`src/rtl/led_sequencer_if.sv`:
```
// Data-memory write port that carries LED register updates from the sequencer
// to the memory block.
interface led_sequencer_if;
    logic        dmem_wren;
    logic [31:0] dmem_address;
    logic [31:0] dmem_data_in;
    logic [2:0]  funct3;

    modport master (
        output dmem_wren,
        output dmem_address,
        output dmem_data_in,
        output funct3
    );

    modport slave (
        input  dmem_wren,
        input  dmem_address,
        input  dmem_data_in,
        input  funct3
    );
endinterface

```
`src/rtl/led_sequencer.sv`:
```
// Colour-sequence engine: steps through a writable colour table and pushes each
// colour to the LED register with a programmable dwell, in loop/ping-pong/one-shot.
module led_sequencer #(
    parameter int          NUM_STEPS = 6,
    parameter int          DWELL_W   = 22,
    parameter logic [31:0] LED_ADDR  = 32'hFFFF_FFFC,
    localparam int         IDX_W     = (NUM_STEPS > 1) ? $clog2(NUM_STEPS) : 1
) (
    input  logic               clk,
    input  logic               reset,
    input  logic               start,
    input  logic               stop,
    input  logic               pause,
    input  logic [1:0]         mode,
    input  logic [DWELL_W-1:0] dwell_cycles,
    input  logic               tbl_wren,
    input  logic [IDX_W-1:0]   tbl_addr,
    input  logic [31:0]        tbl_data,
    led_sequencer_if.master    dmem,
    output logic [IDX_W-1:0]   step_idx,
    output logic               busy,
    output logic               done
);

    typedef enum logic [1:0] {
        S_IDLE,
        S_WRITE,
        S_DWELL,
        S_DONE
    } state_t;

    localparam logic [1:0]       MODE_PINGPONG = 2'd1;
    localparam logic [1:0]       MODE_ONESHOT  = 2'd2;
    localparam logic [IDX_W-1:0] LAST_IDX      = IDX_W'(NUM_STEPS - 1);
    localparam logic [IDX_W:0]   NUM_STEPS_EXT = (IDX_W + 1)'(NUM_STEPS);

    function automatic logic [31:0] default_color(input int i);
        case (i)
            0:       return 32'hFFFF_0000;
            1:       return 32'hFFFF_FF00;
            2:       return 32'hFF00_FF00;
            3:       return 32'h0000_FFFF;
            4:       return 32'h0000_00FF;
            5:       return 32'h00FF_00FF;
            default: return 32'h0000_0000;
        endcase
    endfunction

    state_t             state_q, state_d;
    logic [IDX_W-1:0]   idx_q, idx_d;
    logic               dir_up_q, dir_up_d;
    logic [1:0]         mode_q, mode_d;
    logic [DWELL_W-1:0] count_q, count_d;
    logic               wren_q, wren_d;
    logic [31:0]        data_q, data_d;
    logic               busy_q, busy_d;
    logic               done_q, done_d;
    logic [31:0]        tbl_q [NUM_STEPS];
    logic [31:0]        tbl_d [NUM_STEPS];

    logic [IDX_W-1:0]   next_idx;
    logic               next_dir_up;
    logic               last_step;

    // Table writes land on the same edge that may load a colour into data_q;
    // the load reads tbl_q, so a colliding write is seen on the next visit.
    always_comb begin
        tbl_d = tbl_q;
        if (tbl_wren && ({1'b0, tbl_addr} < NUM_STEPS_EXT)) begin
            tbl_d[tbl_addr] = tbl_data;
        end
    end

    always_comb begin
        next_idx    = idx_q;
        next_dir_up = dir_up_q;
        last_step   = 1'b0;
        case (mode_q)
            MODE_PINGPONG: begin
                if (NUM_STEPS == 1) begin
                    next_idx = '0;
                end else if (dir_up_q) begin
                    if (idx_q == LAST_IDX) begin
                        next_idx    = idx_q - 1'b1;
                        next_dir_up = 1'b0;
                    end else begin
                        next_idx = idx_q + 1'b1;
                    end
                end else begin
                    if (idx_q == '0) begin
                        next_idx    = IDX_W'(1);
                        next_dir_up = 1'b1;
                    end else begin
                        next_idx = idx_q - 1'b1;
                    end
                end
            end
            MODE_ONESHOT: begin
                if (idx_q == LAST_IDX) begin
                    last_step = 1'b1;
                end else begin
                    next_idx = idx_q + 1'b1;
                end
            end
            default: begin
                next_idx = (idx_q == LAST_IDX) ? '0 : idx_q + 1'b1;
            end
        endcase
    end

    always_comb begin
        state_d  = state_q;
        idx_d    = idx_q;
        dir_up_d = dir_up_q;
        mode_d   = mode_q;
        count_d  = count_q;

        if (stop) begin
            state_d = S_IDLE;
        end else if (start) begin
            state_d  = S_WRITE;
            idx_d    = '0;
            dir_up_d = 1'b1;
            mode_d   = mode;
        end else begin
            case (state_q)
                S_WRITE: begin
                    count_d = dwell_cycles;
                    state_d = S_DWELL;
                end
                S_DWELL: begin
                    if (!pause) begin
                        if (count_q != '0) begin
                            count_d = count_q - 1'b1;
                        end else if (last_step) begin
                            state_d = S_DONE;
                        end else begin
                            state_d  = S_WRITE;
                            idx_d    = next_idx;
                            dir_up_d = next_dir_up;
                        end
                    end
                end
                default: begin
                    state_d = state_q;
                end
            endcase
        end

        // Outputs are registered from the next state so they line up with it.
        wren_d = (state_d == S_WRITE);
        data_d = (state_d == S_WRITE) ? tbl_q[idx_d] : data_q;
        busy_d = (state_d == S_WRITE) || (state_d == S_DWELL);
        done_d = (state_d == S_DONE);
    end

    always_ff @(negedge clk or negedge reset) begin
        if (!reset) begin
            state_q  <= S_IDLE;
            idx_q    <= '0;
            dir_up_q <= 1'b1;
            mode_q   <= 2'd0;
            count_q  <= '0;
            wren_q   <= 1'b0;
            data_q   <= '0;
            busy_q   <= 1'b0;
            done_q   <= 1'b0;
            for (int i = 0; i < NUM_STEPS; i++) begin
                tbl_q[i] <= default_color(i);
            end
        end else begin
            state_q  <= state_d;
            idx_q    <= idx_d;
            dir_up_q <= dir_up_d;
            mode_q   <= mode_d;
            count_q  <= count_d;
            wren_q   <= wren_d;
            data_q   <= data_d;
            busy_q   <= busy_d;
            done_q   <= done_d;
            tbl_q    <= tbl_d;
        end
    end

    assign dmem.dmem_wren    = wren_q;
    assign dmem.dmem_address = LED_ADDR;
    assign dmem.dmem_data_in = data_q;
    assign dmem.funct3       = 3'b010;
    assign step_idx          = idx_q;
    assign busy              = busy_q;
    assign done              = done_q;

endmodule

```
`src/flat_wrapper.sv`:
```
// flat-port wrapper written by rule: the top's interface ports become plain ports
module led_sequencer_flat 
#(
    parameter int          NUM_STEPS = 6,
    parameter int          DWELL_W   = 22,
    parameter logic [31:0] LED_ADDR  = 32'hFFFF_FFFC,
    localparam int         IDX_W     = (NUM_STEPS > 1) ? $clog2(NUM_STEPS) : 1
)
  (clk, reset, start, stop, pause, mode, dwell_cycles, tbl_wren, tbl_addr, tbl_data, step_idx, busy, done, dmem_dmem_wren, dmem_dmem_address, dmem_dmem_data_in, dmem_funct3);
  led_sequencer_if dmem_i ();
  input  logic clk;
  input  logic reset;
  input  logic start;
  input  logic stop;
  input  logic pause;
  input  logic [1:0] mode;
  input  logic [DWELL_W-1:0] dwell_cycles;
  input  logic tbl_wren;
  input  logic [IDX_W-1:0] tbl_addr;
  input  logic [31:0] tbl_data;
  output logic [IDX_W-1:0] step_idx;
  output logic busy;
  output logic done;
  output wire logic [$bits(dmem_i.dmem_wren)-1:0] dmem_dmem_wren;
  output wire logic [$bits(dmem_i.dmem_address)-1:0] dmem_dmem_address;
  output wire logic [$bits(dmem_i.dmem_data_in)-1:0] dmem_dmem_data_in;
  output wire logic [$bits(dmem_i.funct3)-1:0] dmem_funct3;
  assign dmem_dmem_wren = dmem_i.dmem_wren;
  assign dmem_dmem_address = dmem_i.dmem_address;
  assign dmem_dmem_data_in = dmem_i.dmem_data_in;
  assign dmem_funct3 = dmem_i.funct3;
  led_sequencer #(.NUM_STEPS(NUM_STEPS), .DWELL_W(DWELL_W), .LED_ADDR(LED_ADDR)) u_core (.clk(clk), .reset(reset), .start(start), .stop(stop), .pause(pause), .mode(mode), .dwell_cycles(dwell_cycles), .tbl_wren(tbl_wren), .tbl_addr(tbl_addr), .tbl_data(tbl_data), .dmem(dmem_i), .step_idx(step_idx), .busy(busy), .done(done));
endmodule
```
`config.mk`:
```
export PLATFORM = sky130hd
export DESIGN_NAME = led_sequencer_flat
export DESIGN_NICKNAME = d
export VERILOG_FILES = /design/src/rtl/led_sequencer_if.sv /design/src/rtl/led_sequencer.sv /design/src/flat_wrapper.sv
export SDC_FILE = /design/constraint.sdc
export NUM_CORES = 1
export LEC_CHECK = 0
export CAP_MARGIN = 10
export CORE_MARGIN = 8
export CORE_UTILIZATION = 35
export CTS_BUF_LIST = sky130_fd_sc_hd__clkbuf_4 sky130_fd_sc_hd__clkbuf_8
export CTS_CLUSTER_SIZE = 16
export DETAILED_ROUTE_END_ITERATION = 10
export HOLD_SLACK_MARGIN = 0.03
export PLACE_DENSITY = 0.58
export SYNTH_ARGS = -nofsm -noshare
export SYNTH_HDL_FRONTEND = slang
export SYNTH_SLANG_ARGS = --single-unit
```
`constraint.sdc`:
```
create_clock -name clk -period 4.7 [get_ports clk]
set_input_delay 0.94 -clock clk [delete_from_list [all_inputs] [get_ports clk]]
set_output_delay 0.94 -clock clk [all_outputs]
set_load 0.1 [all_outputs]
```
After elaboration in Yosys (flattened, before gate mapping):

Cells that the tools add are included.

* register bits: 257
* output and inout port bits: 73
* logic and storage cells: 88

* add/sub/neg operators: 3
* magnitude comparators: 4
* eq/ne operators: 13
* multiplexer cells: 38
* bitwise operators: 4
* reduce and logical (&&, ||, !) cells: 11

Operators with widths (count)
* bitwise mux 192 bit: 1
* binary-select mux 32 bit (select 3 bit): 1
* demux 32 bit (select 3 bit): 1
* 2-to-1 mux 32 bit: 3
* 2-to-1 mux 22 bit: 2
* one-hot mux 22 bit (2 select lines): 1
* 2-to-1 mux 3 bit: 11
* nonzero test 22 bit: 1
* subtractor 22 x 1 -> 22 bit, second input constant: 1
* 2-to-1 mux 1 bit: 11
* 2-to-1 mux 2 bit: 5
* == test 2 bit, second input constant: 4
* greater-or-equal comparator 4 bit, second input constant: 2
* != test 2 bit, second input constant: 4
* inverter 3 -> 4 bit: 2
* == test 2 x 1 -> 1 bit, second input constant: 3
* one-hot mux 3 bit (2 select lines): 1
* AND reduction 6 bit: 1
* nonzero test 2 bit: 3
* AND reduction 5 bit: 1
* < comparator 4 x 1 -> 1 bit, second input constant: 1
* one-hot mux 2 bit (2 select lines): 1
* adder 3 x 1 -> 3 bit, second input constant: 1
* == test 3 bit, second input constant: 1
* 8 further kinds: 10

Logic depth before layout (Yosys ltp):

* depth in word-level cells: 14
* gate-level depth with buffers: 14

==> impl_metrics.toml <==
[synthesis]
synth_largest_area_cell = "dfrtn_1"
syn_inst = 1151
synth_async_sr_flop_share = 1.00
yosys_most_used_dff = "dfrtn_1"
synth_edf_count = 0
synth-seq-cells = 257
synthDistinctLibCells = 59
ys_top_cells_by_area = "dfrtn_1 30%, dfstp_2 19%, mux2_2 16%, and3_1 4.6%, o211ai_1 3.5%"
ys_warn_count = 0
yosysMostFrequentCell = "mux2_2"
yosys-top-cells-count = "194 x mux2_2, 160 x dfrtn_1, 99 x and3_1, 97 x dfstp_2, 63 x o211ai_1"
avgSynthCellArea_um2 = 11.6
yosysTopAreaCellShare = 0.299
synth.yosys.seq_area_share = 0.489
netlist_area_um2 = 13400

[setup_path]
end_kind = "flop"
cp_slowest_cell = "or4b_4"
critical-path-top-delay-family = "simple AND/OR/NAND/NOR gates"
crit_type = "in -> reg"
cp_slowest_stage_delay_ps = 530
path_cells = "buf_8 -> nor2_4 -> nand4_4 -> or4b_4 -> buf_12 -> buf_4 -> clkbuf_16 -> and3_4 -> o2111ai_2 -> o211ai_1"
cp.arrival_ps = 2730
setup.worst_path.start_class = "input port"
worstPathRequired_ps = 2700
crit_buf_inv = 4
worstPathMaxFanout = 17

[floorplanning]
die_h_um = 212
core-area_um2 = 37700
initial_core_util = 0.356
die_area_um2 = 44800
rows = 71
die_x_um = 212
top_level_ports = 138

[worst_hold_path]
hold_class = "reg -> reg"

[detailed_routing]
wl_per_cell_um = 19.5
vias = 10300
drc = 0
ant_nets = 0
initialDrtViolationCount = 610
wl_um = 38100
viasPerCell = 5.26
drt_pass1_iterations = 5

[power]
p_leak_nw = 7.62
p_switching_mw = 3.03
p_seq_frac = 0.391
power_density_nw_per_um2 = 468
p_int_mw = 5.50
swShare = 0.356
vdd_drop_max_v = 0.000266
pwr-share-clk = 0.293
pwr-share-comb = 0.316
totalPowerFinal_mw = 8.53

[clocking]
cts_buffer_depth = 3
cts_tree = "done"
htreeDepth = 2
cts_num_sinks = 257
clk_pin_slew_ps = 40
clock_latency_ps = 600
cts_hold_buf = 0
cts_buffers = 47
root_buffer = "clkbuf_8"

[run_status]
violations = "negative setup slack"
outcome = "finished with violations"

[placement]
dpl_cell_area_um2 = 16300
dpl.hpwl_um = 22900
gp_congestion = 0.766
dpl_worst_slack_ps = -1040
io_buffers = 102
placed_cells = 1744

[global_route]
antenna_found_initial = 0
grt_overflow = 0
grtUsageTotal = 0.163
grt_pass1_vias = 10400
grt_pass1_wl_um = 58900
grt_max_degree = 53

[timing]
slew_violations = 0
rsz0062_at_grt = "true"
hold_violations = 0
worstMarginPinSlew_ps = 593
fin_skew_ps = 64.8
slew_headroom = 0.601
timing.hold.ws_ps = 442
worst_slack_ps = -28.8
setup_tns_ps = -28.8
setup_viol = 1

[finish]
fin_cells = 1949
area_growth_pct = 36.1
drive_gt1_frac = 0.447
finalNetCount = 1480
fillers = 3446
design_area_um2 = 18200
final_util = 0.484
diodes = 0

[run]
maxCapViolations = 0
==> metal layers <==
layer | vias to the layer above | track usage | wire (um) | share of wire
met5 | - | 0 | 0 | 0
met4 | 0 | 0.0467 | 716 | 0.019
met3 | 57 | 0.0275 | 1620 | 0.042
met2 | 204 | 0.271 | 18500 | 0.48
met1 | 5229 | 0.217 | 17300 | 0.45
li1 | 4762 | - | - | -
==> kinds of logic (layout without fill, tap and decap cells) <==
| group | count (synthesis) | in the layout | share of synthesized area |
|---|---|---|---|
| AOI/OAI and AO/OA | 294 | 294 | 0.164 |
| adders and majority gates | 13 | 13 | 0.0121 |
| buffers and inverters | 153 | 407 | 0.0635 |
| DFF | 257 | 257 | 0.489 |
| muxes | 196 | 196 | 0.165 |
| other | 2 | 35 | 0.000561 |
| and+or+nand+nor | 236 | 236 | 0.106 |
==> flip-flops by register name, summed over array words and instances, names as in the netlist <==
| name | flops |
|---|---|
| u_core.done | 1 |
| u_core.tbl_q | 192 |
| u_core.busy | 1 |
| u_core.count_q | 22 |
| u_core.dmem.dmem_data_in | 32 |
| u_core.dir_up_q | 1 |
| u_core.mode_q | 2 |
| u_core.step_idx | 3 |
| u_core.dmem.dmem_wren | 1 |
| u_core.state_q | 2 |
==> cell usage in the layout, fill, tap and decap left out, types with 14 or more instances in the layout <==
| master | n |
|---|---|
| o2111ai_2 | 17 |
| nand2b_1 | 18 |
| and3_1 | 41 |
| a21boi_1 | 44 |
| a21oi_1 | 26 |
| a211oi_2 | 18 |
| nand3_1 | 21 |
| mux2_2 | 194 |
| o22ai_1 | 21 |
| dfrtn_1 | 160 |
| buf_4 | 46 |
| inv_1 | 116 |
| conb_1 | 35 |
| clkbuf_4 | 14 |
| clkbuf_8 | 49 |
| dfstp_2 | 97 |
| buf_12 | 77 |
| a21boi_0 | 35 |
| and3_4 | 58 |
| o211ai_1 | 63 |
| nor2_1 | 33 |
| clkdlybuf4s50_1 | 60 |
| o21ai_0 | 25 |
==> final timing paths <==
path	start	endpoint	slack [ps]	depth (start not counted)
setup / recovery	pause	u_core.dmem.dmem_data_in[18]	-30	10
hold / removal	u_core.tbl_q[173]	u_core.tbl_q[173]	440	1
setup reg to reg	u_core.step_idx[0]	u_core.dmem.dmem_data_in[18]	1340	13
hold reg to reg	u_core.tbl_q[173]	u_core.tbl_q[173]	440	1
max in group asynchronous	reset	u_core.tbl_q[23]	1430	2
min in group asynchronous	reset	u_core.dmem.dmem_data_in[31]	2520	1
==> timing repair <==
action | CTS | global route
buffers inserted | 7 | 9
hold endpoints to repair | 0 | 0
pin swaps | 10 | 29
cloned | 5 | 8
setup endpoints to repair | 32 | 33
resized for setup | 29 | 31
==> layout make-up <==
| type | instances | area (um^2) | share of cell area |
|---|---|---|---|
| Clock buffer | 63 | 779 | 0.0428 |
| Multi-Input combinational cell | 774 | 6760 | 0.371 |
| Inverter | 18 | 67.6 | 0.00371 |
| Tap cell | 511 | 639 | 0.0351 |
| Timing Repair Buffer | 207 | 2900 | 0.159 |
| Clock inverter | 119 | 536 | 0.0294 |
| Sequential cell | 257 | 6550 | 0.359 |
==> worst register-to-register path, cell delays in order, from the launching register on <==
cell and delay, ps:
dfrtn_1 460, buf_4 170, ha_1 310, nand2_1 120, ha_1 290, nor3b_1 220
a221oi_1 90, or4b_4 560, buf_12 170, buf_4 150, clkbuf_16 170, and3_4 150
o2111ai_2 170, o211ai_1 130
==> power groups by stage <==
stage / Clock [mW] / Sequential (mW) / Combinational (mW)
floorplan: 0.126 / 3.80 / 1.30
detailed placement: 0.126 / 3.35 / 2.64
CTS: 2.56 / 3.33 / 2.64
global route: 2.74 / 3.41 / 2.85
global placement: 0.126 / 3.35 / 2.60
finish: 2.50 / 3.34 / 2.69
Note: power is estimated with default switching activity, not from simulation.
==> variant 1, RTL diff (config.mk and constraints unchanged) <==
`NUM_STEPS` is set to 6 in 2 places; all go to 7.
--- a/src/rtl/led_sequencer.sv
+++ b/src/rtl/led_sequencer.sv
@@ -3,3 +3,3 @@
 module led_sequencer #(
-    parameter int          NUM_STEPS = 6,
+    parameter int          NUM_STEPS = 7,
     parameter int          DWELL_W   = 22,
--- a/src/flat_wrapper.sv
+++ b/src/flat_wrapper.sv
@@ -3,3 +3,3 @@
 #(
-    parameter int          NUM_STEPS = 6,
+    parameter int          NUM_STEPS = 7,
     parameter int          DWELL_W   = 22,
Function: same outputs for any inputs over 4 cycles, from zero or initial values and one cycle with reset low; that may be too few to reach the edited logic, so the function may still have changed.
==> variant 1 against the unedited design <==
Non-clock buffer count is 19 higher; total power grew 3.9%; via count is 5.1% higher; die area rose by 5.1%; sequential cell count up 32; first-iteration DRC count increased by 23%; worst setup slack got worse by 240 ps; design area rose by 7.8%; wire length grew 10%; largest power group unchanged; the run still ends with negative setup slack left; worst hold slack improved by 4.8 ps; core utilization up 0.95 points; synthesized area increased by 5.5%.
==> variant 1: results (changes against the unedited design) <==
logic_synthesis:
  synthDistinctLibCells: 60  # +1.7%
  ys_seq_area_share_pct: 52.04  # +3.1 points
  ys_async_sr_fraction_pct: 100.0  # unchanged
  synthTopCellsByArea: "dfrtn_1 34%, mux2_2 20%, dfstp_2 18%"
  synthTopCellsByCount: "253 x mux2_2, 192 x dfrtn_1, 97 x dfstp_2, 68 x o21ai_0, 67 x clkbuf_1"
placed_design:
  gp_congestion: 0.8039  # +5.0%
  placed_area_sq_um: 17000  # +4.2%
  place_ws_ps: -1371  # -332.0 ps
  io_buffers: 102  # unchanged
  dpl.hpwl_um: 25110  # +9.7%
critical_path:
  worstReg2RegStart: "u_core.count_q[0]"
  cp.arrival_ps: 3020  # +290 ps
  critPathLaunch: "pause"
  crit_fanout: 14  # -3
final_layout:
  fill_cells: 3504  # +1.7%
  largest_reg_flops: 224  # +17%
  antennaDiodeCount: 0  # unchanged
  drive_gt1_share_pct: 47.36  # +2.6 points
  nets: 1535  # +3.7%
  top_register: "u_core.tbl_q"
routing:
  viasPerCell: 5.327  # +1.3%
  drtIter0Drc: 750  # +23%
  wl_um: 41950  # +10%
timing:
  worst_slack_ps: -271.9  # -243.0 ps
  setup_violations: 32  # +31
  skew_ps: 65.20  # +0.4105 ps
  worstMarginPinSlew_ps: 615.4  # +22.53 ps
outcome:
  violations: "negative setup slack"
  outcome: "finished with violations"
power:
  p_leak_uw: 0.008368  # +9.8%
  ir_drop_v: 0.0002240  # -16%
clock_tree:
  worstSkewPairLatency_ps: 620  # +20 ps
  numCtsBuffers: 52  # +11%
global_route:
  grt_pass1_vias: 11350  # +9.6%
  antenna_found_initial: 1  # +1
  grt_usage_pct: 17.38  # +1.1 points
  grt_max_degree: 80  # +51%
  grt_pass1_wl_um: 65670  # +11%
worst_hold_path:
  worstHoldStart: "u_core.tbl_q[7]"
==> variant 1: worst max-delay path: stages <==
cell and delay (ps):
buf_8 100, or3b_4 370, nor4_4 180, a31oi_2 150
a31oi_4 210, buf_12 150, buf_8 120, inv_12 50
buf_12 140, mux2_2 280, o32ai_2 230, a211oi_1 80
==> variant 1: routing by layer <==
metal	vias up	track usage (%)	wire length (um)
li1	4889	-	-
met1	5533	22.85	18540
met2	287	29.05	20380
met3	60	3.259	2233
met4	2	4.802	776
met5	-	0	16
==> variant 1: logic make-up (layout without fill, tap and decap cells) <==
| kind of cell | count (synthesis) | after routing | synth area share, % |
|---|---|---|---|
| other | 2 | 35 | 0.05315 |
| buffers and inverters | 140 | 438 | 4.976 |
| adders and majority gates | 14 | 14 | 1.240 |
| and+or+nand+nor | 174 | 174 | 7.110 |
| DFF | 289 | 289 | 52.04 |
| muxes | 270 | 270 | 21.37 |
| AOI/OAI and AO/OA | 277 | 277 | 13.22 |
==> variant 1: what timing repair did <==
action | in CTS | in global routing
setup endpoints to repair | 36 | 34
gates cloned | 6 | 3
resized for setup | 115 | 50
buffers inserted | 15 | 7
hold buffers | 0 | 0
pin swaps | 11 | 14
==> variant 1: where the power goes <==
| part | total [uW] | switching (uW) | leakage [uW] | internal [uW] |
|---|---|---|---|---|
| clock network | 2840 | 1280 | 0.00112 | 1560 |
| registers | 3690 | 454 | 0.00330 | 3240 |
| logic | 2330 | 1260 | 0.00395 | 1060 |
| total | 8860 | 2990 | 0.00837 | 5860 |
==> variant 1: final timing paths <==
| path | slack [ps] | end | cells past startpoint |
|---|---|---|---|
| max | -270 | u_core.dmem.dmem_data_in[15] | 12 |
| min | 450 | u_core.tbl_q[7] | 1 |
| max reg2reg | 840 | u_core.dmem.dmem_data_in[31] | 13 |
| min reg2reg | 450 | u_core.tbl_q[7] | 1 |
| max in group asynchronous | 1530 | u_core.tbl_q[100] | 2 |
| min in group asynchronous | 2410 | u_core.tbl_q[61] | 1 |
==> variant 1: final cells by class <==
class                           instances  area (sq um)  share of cell area (%)
Timing Repair Buffer                  226          3065                   15.60
Clock buffer                           76         939.7                   4.781
Multi-Input combinational cell        770          7012                   35.68
Inverter                               20         90.09                  0.4584
Clock inverter                        116         536.8                   2.731
Sequential cell                       289          7353                   37.41
Tap cell                              525         656.9                   3.342
==> variant 1: per-stage QoR <==
stage	instances	TNS, ps	total power (uW)	hold WS, ps
3_5_place_dp	1801	-117270	5995	447.3
6_report	2022	-6618	8857	447.0
3_3_place_gp	1801	-110770	5943	440.5
2_1_floorplan	1199	-14950	5207	431.6
4_1_cts	2013	-7892	8857	447.2
5_1_grt	2022	-8811	9332	455.9
==> variant 2, RTL diff (same flow settings) <==
Made on the original files. The 4 states of `state_t` get a Gray code encoding in 2 bits.
--- a/src/rtl/led_sequencer.sv
+++ b/src/rtl/led_sequencer.sv
@@ -25,6 +25,6 @@
     typedef enum logic [1:0] {
-        S_IDLE,
-        S_WRITE,
-        S_DWELL,
-        S_DONE
+        S_IDLE  = 2'b00,
+        S_WRITE = 2'b01,
+        S_DWELL = 2'b11,
+        S_DONE  = 2'b10
     } state_t;
Check against the original RTL: same outputs for any inputs over 4 cycles, from zero or initial values and one cycle with reset low; so few cycles prove little.
==> variant 2 against the unedited design <==
Synthesized area is 6.6% lower; critical path depth is 1 higher; worst setup slack improved by 74 ps; design area down 8.5%; sequential cell count unchanged; total power shrank 13%; sequential share of layout area grew 3.4 points; clock skew decreased by 2.1 ps; wire length is 17% lower; critical path type unchanged.
==> variant 2: results (changes against the unedited design) <==
logic_synthesis:
  synthAdderAreaFrac_pct: 1.001  # -0.21 points
  ys_seq_area_share_pct: 52.40  # +3.5 points
  synth_compound_area_share_pct: 8.754  # -7.6 points
  synthTopCellsByArea: "dfrtn_1 32%, dfstp_2 20%, mux2_2 20%"
  synth_area_sq_um: 12510  # -6.6%
  muxShareOfSynthArea_pct: 25.37  # +8.9 points
  synthTopCellsByCount: "224 x mux2_2, 160 x dfrtn_1, 97 x dfstp_2, 66 x nor2_1, 65 x mux2i_1"
routing:
  drtIter0Drc: 352  # -42%
  wl_met1_um: 14930  # -14%
  wl_met2_um: 14510  # -21%
  dr_total_vias: 8836  # -14%
  wl_met3_um: 1560  # -3.6%
power:
  power.internal_uw: 5028  # -8.5%
  powerDensity_nw_per_um2: 445.8  # -4.7%
  ir_drop_v: 0.0002762  # +3.6%
  p_leak_uw: 0.007144  # -6.3%
critical_path:
  cp_slowest_cell: "mux2_2"
  critical-path-max-stage-delay_ps: 330  # -200 ps
  crit_family: "buffers and inverters"
  cp.arrival_ps: 2640  # -90 ps
final_layout:
  fill_cells: 3221  # -6.5%
  buffers: 185  # -11%
  final_cells: 1772  # -9.1%
  multi_input_area_sq_um: 5574  # -18%
  drive_gt1_share_pct: 41.42  # -3.3 points
  multi_input_cells: 675  # -13%
global_route:
  grt_pass1_wl_um: 50850  # -14%
  gr-usage-met3_pct: 3.289  # +0.54 points
  grt_pass1_vias: 9294  # -10%
  met2_usage_pct: 23.45  # -3.6 points
  grt_usage_pct: 14.98  # -1.3 points
  grt_max_degree: 66  # +25%
placed_design:
  placed_area_sq_um: 14920  # -8.6%
  dpl.hpwl_um: 19880  # -13%
  place_ws_ps: -923.3  # +116.1 ps
outcome:
  outcome: "complete, no violations"
timing:
  finalSetupTns_ps: 0  # +28.84 ps
  slew_headroom_pct: 48.10  # -12 points
  skew_ps: 62.68  # -2.105 ps
-- variant 2: worst paths after layout --
path                                    start                            to  slack, ps  cells after the start
min in group asynchronous               reset            u_core.count_q[11]       2540                      1
hold reg to reg             u_core.tbl_q[175]             u_core.tbl_q[175]        450                      1
setup / recovery                        pause  u_core.dmem.dmem_data_in[14]         50                     11
max in group asynchronous               reset              u_core.tbl_q[68]       1400                      2
setup reg to reg           u_core.step_idx[0]  u_core.dmem.dmem_data_in[14]       1660                     13
hold / removal              u_core.tbl_q[175]             u_core.tbl_q[175]        450                      1
-- variant 2: timing repair --
item,in CTS,in global routing
resized for setup,15,21
gates cloned,4,4
endpoints found under the setup margin,32,33
pin swaps,9,13
buffers inserted,5,3
endpoints found under the hold margin,0,0
-- variant 2: power groups by stage --
stage	sequential [uW]	combinational, uW	clock, uW
2_1_floorplan	3460	824	126
3_3_place_gp	3170	1660	126
3_5_place_dp	3190	1690	126
4_1_cts	3160	1700	2660
5_1_grt	3230	1810	2860
6_report	3170	1690	2580
